<file path="src/rtl/axi_rw_arbiter.sv">
// ---------------------------------------------------------------------------
// axi_rw_arbiter
// Address-phase arbiter for the shared AXI read/write path. One master at a
// time owns the path for a complete transaction: the grant is raised when a
// request is accepted in IDLE and held until the last handshake of that
// transaction (r_last_hs for reads, b_hs for writes).
//
// Ports
//   clk        single clock, all state changes on the rising edge
//   rst        asynchronous, active-low reset
//   arvalid    per-master ARVALID requests
//   awvalid    per-master AWVALID requests
//   ar_hs      AR handshake of the granted master
//   r_last_hs  final R beat handshake of the granted master
//   aw_hs      AW handshake of the granted master
//   w_last_hs  final W beat handshake of the granted master
//   b_hs       B response handshake of the granted master
//   ar_gnt     one-hot read grant (registered)
//   aw_gnt     one-hot write grant (registered)
//   gnt_id     index of the granted master, 0 when idle (registered)
//   rd_busy    a read transaction is in progress
//   wr_busy    a write transaction is in progress
// ---------------------------------------------------------------------------
module axi_rw_arbiter #(
   parameter int NUM_M = 2,
   parameter bit RR_EN = 1'b1,
   parameter int IDW   = $clog2(NUM_M)
) (
   input  logic             clk,
   input  logic             rst,
   input  logic [NUM_M-1:0] arvalid,
   input  logic [NUM_M-1:0] awvalid,
   input  logic             ar_hs,
   input  logic             r_last_hs,
   input  logic             aw_hs,
   input  logic             w_last_hs,
   input  logic             b_hs,
   output logic [NUM_M-1:0] ar_gnt,
   output logic [NUM_M-1:0] aw_gnt,
   output logic [IDW-1:0]   gnt_id,
   output logic             rd_busy,
   output logic             wr_busy
);

   localparam logic [2:0] IDLE    = 3'd0;
   localparam logic [2:0] RD_ADDR = 3'd1;
   localparam logic [2:0] RD_DATA = 3'd2;
   localparam logic [2:0] WR_ADDR = 3'd3;
   localparam logic [2:0] WR_DATA = 3'd4;
   localparam logic [2:0] WR_RESP = 3'd5;

   logic [2:0]       state_q,  state_d;
   logic [NUM_M-1:0] ar_gnt_q, ar_gnt_d;
   logic [NUM_M-1:0] aw_gnt_q, aw_gnt_d;
   logic [IDW-1:0]   gnt_id_q, gnt_id_d;
   logic [IDW-1:0]   rd_ptr_q, rd_ptr_d;
   logic [IDW-1:0]   wr_ptr_q, wr_ptr_d;
   // Set when the write channel should win the next read/write contention.
   // It comes out of reset set (write wins first) and afterwards favours the
   // channel that did not receive the previous grant.
   logic             wr_pref_q, wr_pref_d;

   logic             rd_found, wr_found;
   logic [IDW-1:0]   rd_idx,   wr_idx;

   // Returns {found, index}. Round-robin searches upward from ptr with
   // wrap-around; fixed priority lets the highest requesting index win.
   function automatic logic [IDW:0] pick(input logic [NUM_M-1:0] req,
                                         input logic [IDW-1:0]   ptr);
      logic           found;
      logic [IDW-1:0] idx;
      logic [IDW-1:0] cand;
      found = 1'b0;
      idx   = '0;
      if (RR_EN) begin
         for (int k = 0; k < NUM_M; k++) begin
            cand = IDW'((int'(ptr) + k) % NUM_M);
            if (!found && req[cand]) begin
               found = 1'b1;
               idx   = cand;
            end
         end
      end else begin
         for (int i = 0; i < NUM_M; i++) begin
            if (req[i]) begin
               found = 1'b1;
               idx   = IDW'(i);
            end
         end
      end
      return {found, idx};
   endfunction

   function automatic logic [IDW-1:0] next_ptr(input logic [IDW-1:0] idx);
      return IDW'((int'(idx) + 1) % NUM_M);
   endfunction

   function automatic logic [NUM_M-1:0] one_hot(input logic [IDW-1:0] idx);
      return {{(NUM_M-1){1'b0}}, 1'b1} << idx;
   endfunction

   assign {rd_found, rd_idx} = pick(arvalid, rd_ptr_q);
   assign {wr_found, wr_idx} = pick(awvalid, wr_ptr_q);

   // Transaction FSM. Requests are only looked at in IDLE; inside a
   // transaction only the handshake that ends the current phase matters.
   always_comb begin
      state_d   = state_q;
      ar_gnt_d  = ar_gnt_q;
      aw_gnt_d  = aw_gnt_q;
      gnt_id_d  = gnt_id_q;
      rd_ptr_d  = rd_ptr_q;
      wr_ptr_d  = wr_ptr_q;
      wr_pref_d = wr_pref_q;
      case (state_q)
         IDLE: begin
            if (rd_found && (!wr_found || !wr_pref_q)) begin
               state_d   = RD_ADDR;
               ar_gnt_d  = one_hot(rd_idx);
               gnt_id_d  = rd_idx;
               rd_ptr_d  = next_ptr(rd_idx);
               wr_pref_d = 1'b1;
            end else if (wr_found) begin
               state_d   = WR_ADDR;
               aw_gnt_d  = one_hot(wr_idx);
               gnt_id_d  = wr_idx;
               wr_ptr_d  = next_ptr(wr_idx);
               wr_pref_d = 1'b0;
            end
         end
         RD_ADDR: if (ar_hs) state_d = RD_DATA;
         RD_DATA: begin
            if (r_last_hs) begin
               state_d  = IDLE;
               ar_gnt_d = '0;
               gnt_id_d = '0;
            end
         end
         WR_ADDR: if (aw_hs)     state_d = WR_DATA;
         WR_DATA: if (w_last_hs) state_d = WR_RESP;
         WR_RESP: begin
            if (b_hs) begin
               state_d  = IDLE;
               aw_gnt_d = '0;
               gnt_id_d = '0;
            end
         end
         default: begin
            state_d  = IDLE;
            ar_gnt_d = '0;
            aw_gnt_d = '0;
            gnt_id_d = '0;
         end
      endcase
   end

   always_ff @(posedge clk or negedge rst) begin
      if (!rst) begin
         state_q   <= IDLE;
         ar_gnt_q  <= '0;
         aw_gnt_q  <= '0;
         gnt_id_q  <= '0;
         rd_ptr_q  <= '0;
         wr_ptr_q  <= '0;
         wr_pref_q <= 1'b1;
      end else begin
         state_q   <= state_d;
         ar_gnt_q  <= ar_gnt_d;
         aw_gnt_q  <= aw_gnt_d;
         gnt_id_q  <= gnt_id_d;
         rd_ptr_q  <= rd_ptr_d;
         wr_ptr_q  <= wr_ptr_d;
         wr_pref_q <= wr_pref_d;
      end
   end

   assign ar_gnt  = ar_gnt_q;
   assign aw_gnt  = aw_gnt_q;
   assign gnt_id  = gnt_id_q;
   assign rd_busy = (state_q == RD_ADDR) || (state_q == RD_DATA);
   assign wr_busy = (state_q == WR_ADDR) || (state_q == WR_DATA) ||
                    (state_q == WR_RESP);

endmodule
</file>
<file path="config.mk">
export PLATFORM = sky130hd
export DESIGN_NAME = axi_rw_arbiter
export DESIGN_NICKNAME = d
export VERILOG_FILES = /design/src/rtl/axi_rw_arbiter.sv
export SDC_FILE = /design/constraint.sdc
export NUM_CORES = 1
export LEC_CHECK = 0
export ABC_AREA = 0
export CAP_MARGIN = 20
export CORE_MARGIN = 2
export CORE_UTILIZATION = 45
export CTS_CLUSTER_SIZE = 10
export DETAILED_ROUTE_END_ITERATION = 10
export PLACE_DENSITY = 0.75
export SKIP_LAST_GASP = 1
export SLEW_MARGIN = 0
export SYNTH_ARGS = -nofsm -noshare
export SYNTH_HDL_FRONTEND = slang
export SYNTH_SLANG_ARGS = --single-unit
</file>
<file path="constraint.sdc">
create_clock -name clk -period 1.7 [get_ports clk]
set_input_delay 0.51 -clock clk [delete_from_list [all_inputs] [get_ports clk]]
set_output_delay 0.51 -clock clk [all_outputs]
set_load 0.03 [all_outputs]
</file>
Word-level counts from Yosys, hierarchy flattened
Index checks and enable logic that the tools add are counted.
- flip-flop bits (word level): 11
- output and inout bits: 7
- logic and storage cells: 96
- add/subtract/negate cells: 4
- magnitude comparators: 4
- equal/unequal tests: 14
- shifts and indexed selects: 2
- muxes and demuxes: 38
- bitwise logic cells: 4
- reduce and logical (&&, ||, !) cells: 23
- operators with widths (operator ; number):
    1-bit two-way mux ; 22
    3-bit two-way mux ; 7
    3-bit case mux with 6 select lines ; 1
    2-bit inequality test, second input constant ; 8
    2-bit case mux with 3 select lines ; 2
    2-bit two-way mux ; 5
    1-bit by 2-bit < comparator with 1-bit output, second input constant ; 4
    4-bit AND reduction ; 2
    4-bit OR reduction ; 2
    3-bit by 2-bit == test with 1-bit output, second input constant ; 2
    3-bit == test, second input constant ; 2
    3-bit AND reduction ; 2
    6-bit AND reduction ; 1
    1-bit adder, second input constant ; 4
    1-bit zero test ; 4
    1-bit logical OR ; 4
    1-bit NOT ; 4
    1-bit case mux with 4 select lines ; 1
    2-bit AND reduction ; 2
    1-bit by 1-bit << shifter with 2-bit output, first input constant ; 2
    3-bit by 1-bit == test with 1-bit output, second input constant ; 1
    1-bit logical AND ; 3
    3-bit zero test ; 1
    3-bit inequality test, second input constant ; 1
    other kinds (2) ; 2

Logic depth before layout (Yosys ltp)
- depth after elaboration: 11
- mapped depth: 5
- depth with buffers taken out: 4

Least setup slack after synthesis
OpenSTA, ideal clock, no wires.
- kind: register to output
- start point: reg state_q[0]
- end point: out rd_busy
- arrival: 1196 ps
- path slack: -6 ps
- cell stages (with the launch flop): 4
- buffers on the path: 1
- path through: dfrtp_1 > clkbuf_1 > xnor2_1 > nor2_1
- cells in the longest elaborated chain, start to end: 2
- elaborated cells on any way between the ends: 3
- those cells by class: 2 x eq/ne; 1 x reduce/logical
- ends and longest elaborated chain (what ; line ; source):
    start: declaration ; 52 ; logic [2:0] state_q, state_d;
    start signal: assignment ; 167 ; state_q <= state_d;
    3-bit by 1-bit == test with 1-bit output or 3-bit by 2-bit == test with 1-bit output (tied branches) ; 180 ; assign rd_busy = (state_q == RD_ADDR) || (state_q == RD_DATA);
    1-bit logical OR (*) ; 180 ;
    end: declaration ; 41 ; output logic rd_busy,
Mark *: on every way between the ends. The rest lies on a longest branch, timed or not.

Worst setup path in the final report
- start point: reg state_q[1]
- end point: out wr_busy
- cells in the longest elaborated chain, start to end: 3
- elaborated cells on any way between the ends: 5
- those cells by class: 3 x eq/ne; 2 x reduce/logical
- ends and longest elaborated chain (what ; line ; source):
    3-bit by 2-bit == test with 1-bit output or 3-bit == test (tied branches) ; 181 ; assign wr_busy = (state_q == WR_ADDR) || (state_q == WR_DATA) ||
    1-bit logical OR ; 181 ;
    1-bit logical OR (*) ; 181 ;
    end: declaration ; 42 ; output logic wr_busy
Marks and branches as above.

==> flow_summary.ini <==
[synthesis]
ys_ff_latch = 11
syn-num-nets = 86
synth.avg_cell_area_um2 = 9.28
synth_edf_count = 0
synthCells = 75
synth.distinct_cells = 35
ys.flop_type = dfrtp_1
yosysSeqAreaShare_pct = 39.7
async_reset_ff_share_pct = 100
syn-cell-area_um2 = 696
synth_warnings = 0

[min_path]
holdPathEnd = wr_ptr_q
hold_path_depth = 1
hold_class = flop to flop
hold_start = wr_ptr_q

[global_routing]
grt_overflow = 0
grt_pass1_vias = 663
grt_max_degree = 15
antenna_found_initial = 0
track_usage_pct = 20.1
grt_pass1_wl_um = 2790

[worst_setup_path]
cp_data_arrival_time_ps = 1190
rr_worst_depth = 6
worstReg2RegEnd = aw_gnt[1]
start_kind = flop
critPathKind = flop to output pin
path_max_fanout = 4
r2r_slack_ps = 70
reg2reg_from = state_q[1]
worstPathCellList = and2b_2, nand2b_4, buf_6
max_stage_delay_ps = 410
cp-end-kind = output pin
worstPathRequired_ps = 1190
cpMaxStageDelayCell = dfrtp_1

[sta]
worst_slew_pin_slew_ps = 532
min_period_over_period_pct = 100
finalMaxSlewViolations = 0
slew-limit-headroom_pct = 64.4
grt_setup_unrepaired = yes
setup_slack_ps = 0.113
layout_min_cycle_time_ps = 1700
clock-skew-final_ps = 0.165
whs_ps = 483
setup_viol_count_final = 0
fmax_mhz = 588
finalHoldViolations = 0

[clocking]
cts.clk_slew.worst_paths_ps = 70
clock_latency_ps = 270
clockBufferDepth = 2
ctsHoldBuffers = 0
cts_max_level = 1
cts_tree = done
clockRootBuffer = clkbuf_4
clock_sinks = 11
numCtsBuffers = 3

[power]
p_per_area_nw_per_um2 = 1860
vdd_drop_max_uv = 1080
power.leakage_nw = 0.505

[placement]
port_buffers = 17
dp_hpwl_um = 1190
dp_slack_ps = -280
gp_congestion = 0.816

[run_status]
outcome = finished, final reports clean

[floorplanning]
die_area_um2 = 1880
start_util_pct = 47.3
pin_count = 18
rows = 14
die_h_um = 43.3
die_x_um = 43.3
core_area_um2 = 1470

[final_layout]
final.fill_count = 111
synthToLayoutAreaGrowth_pct = 54.0
final_cell_mix = 15 x buf_4, 10 x dfrtp_1, 9 x clkdlybuf4s50_1, 8 x o21ai_0, 6 x nand2_1
diodes = 0
drive_above_1_share_pct = 38.7
layout_commonest_cell = buf_4
nNetsFinal = 123

[detailed_routing]
wl_per_cell_um = 12.8
dr.pass1.iters = 4
dr_total_vias = 664
wirelength_um = 1630
antenna_left = 0
first_iter_violations = 10
viasPerCell = 5.23
drc = 0

[flow_run]
cap_violations = 0
[cell type report]
cell class | count | area (um^2) | share of cell area (%)
sequential | 11 | 277 | 25.8
inverter | 5 | 18.8 | 1.75
multi-input combinational | 56 | 414 | 38.7
clock buffer | 4 | 26.3 | 2.45
tap | 16 | 20.0 | 1.87
timing repair buffer | 35 | 315 | 29.4
[worst max path at each step]
| stage | start | end | slack (ps) | cells after the start |
|---|---|---|---|---|
| after CTS | state_q[1] | wr_busy | 1 | 3 |
| after global placement | arvalid[0] | gnt_id | -280 | 5 |
| final | state_q[1] | wr_busy | 0.1 | 3 |
| after detailed placement | arvalid[0] | gnt_id | -280 | 5 |
| after floorplan | state_q[0] | rd_busy | 110 | 3 |
| after global routing | state_q[1] | wr_busy | -50 | 3 |
[where the power goes]
| group | switching [mW] | internal [mW] |
|---|---|---|
| clock | 0.0851 | 0.0909 |
| sequential | 0.0822 | 0.395 |
| combinational | 0.662 | 0.676 |
| total | 0.829 | 1.16 |
[synth_stat cells, types with 2 or more instances]
library cell | count | share of area [%]
nor2_1 | 3 | 1.6
mux2_2 | 3 | 4.9
nand2b_1 | 3 | 2.7
nand2_1 | 7 | 3.8
a21oi_1 | 3 | 2.2
o21ai_0 | 9 | 6.5
nor3b_1 | 2 | 2.2
dfrtp_1 | 10 | 36
a21o_1 | 2 | 2.2
o211ai_1 | 2 | 2.2
nand3_1 | 3 | 2.2
inv_1 | 5 | 2.7
[critical path, delay by kind of cell (launching register included)]
family        cells  cell delay [ps]
buf+inv           1              130
flops             1              410
simple gates      2              380
[cells by family (layout without fill, tap and decap cells)]
group,count (synthesis),in the layout,share of synthesized area [%]
compound gates,26,26,27.7
mux,3,3,4.86
buf+inv,8,44,5.57
xor+xnor,1,1,1.26
flops,11,11,39.7
simple gates,26,26,20.9
[metrics by stage]
| stage | total power [mW] | cells | cell area, um^2 | util [%] | setup TNS [ps] |
|---|---|---|---|---|---|
| after global routing | 2.14 | 127 | 1070 | 72.8 | -87.4 |
| after floorplan | 1.24 | 75 | 698 | - | 0 |
| after CTS | 1.96 | 126 | 1040 | 70.9 | 0 |
| after detailed placement | 1.62 | 116 | 946 | 64.3 | -2040 |
| final | 1.99 | 127 | 1070 | 72.8 | 0 |
| after global placement | 1.60 | 116 | 946 | 64.3 | -1820 |
[state kept, by name, indices dropped and copies added, names as in the netlist]
signal,cells
state_q,3
ar_gnt,2
aw_gnt,2
gnt_id,1
rd_ptr_q,1
wr_pref_q,1
wr_ptr_q,1
[layer usage]
metal | global-route usage [%] | vias to the layer above | share of wire (%)
li1 | - | 340 | -
met1 | 24.4 | 310 | 45
met2 | 34.9 | 12 | 49
met3 | 6.38 | 2 | 4.4
met4 | 4.24 | 0 | 0.98
met5 | 0 | - | 0
[what timing repair did]
item,CTS,global route
gates cloned,0,0
gates resized for setup,12,6
endpoints found under the hold margin,0,0
pin swaps,0,2
setup endpoints to repair,8,7
setup buffers,6,1
Note: power is estimated with default switching activity, not from simulation.
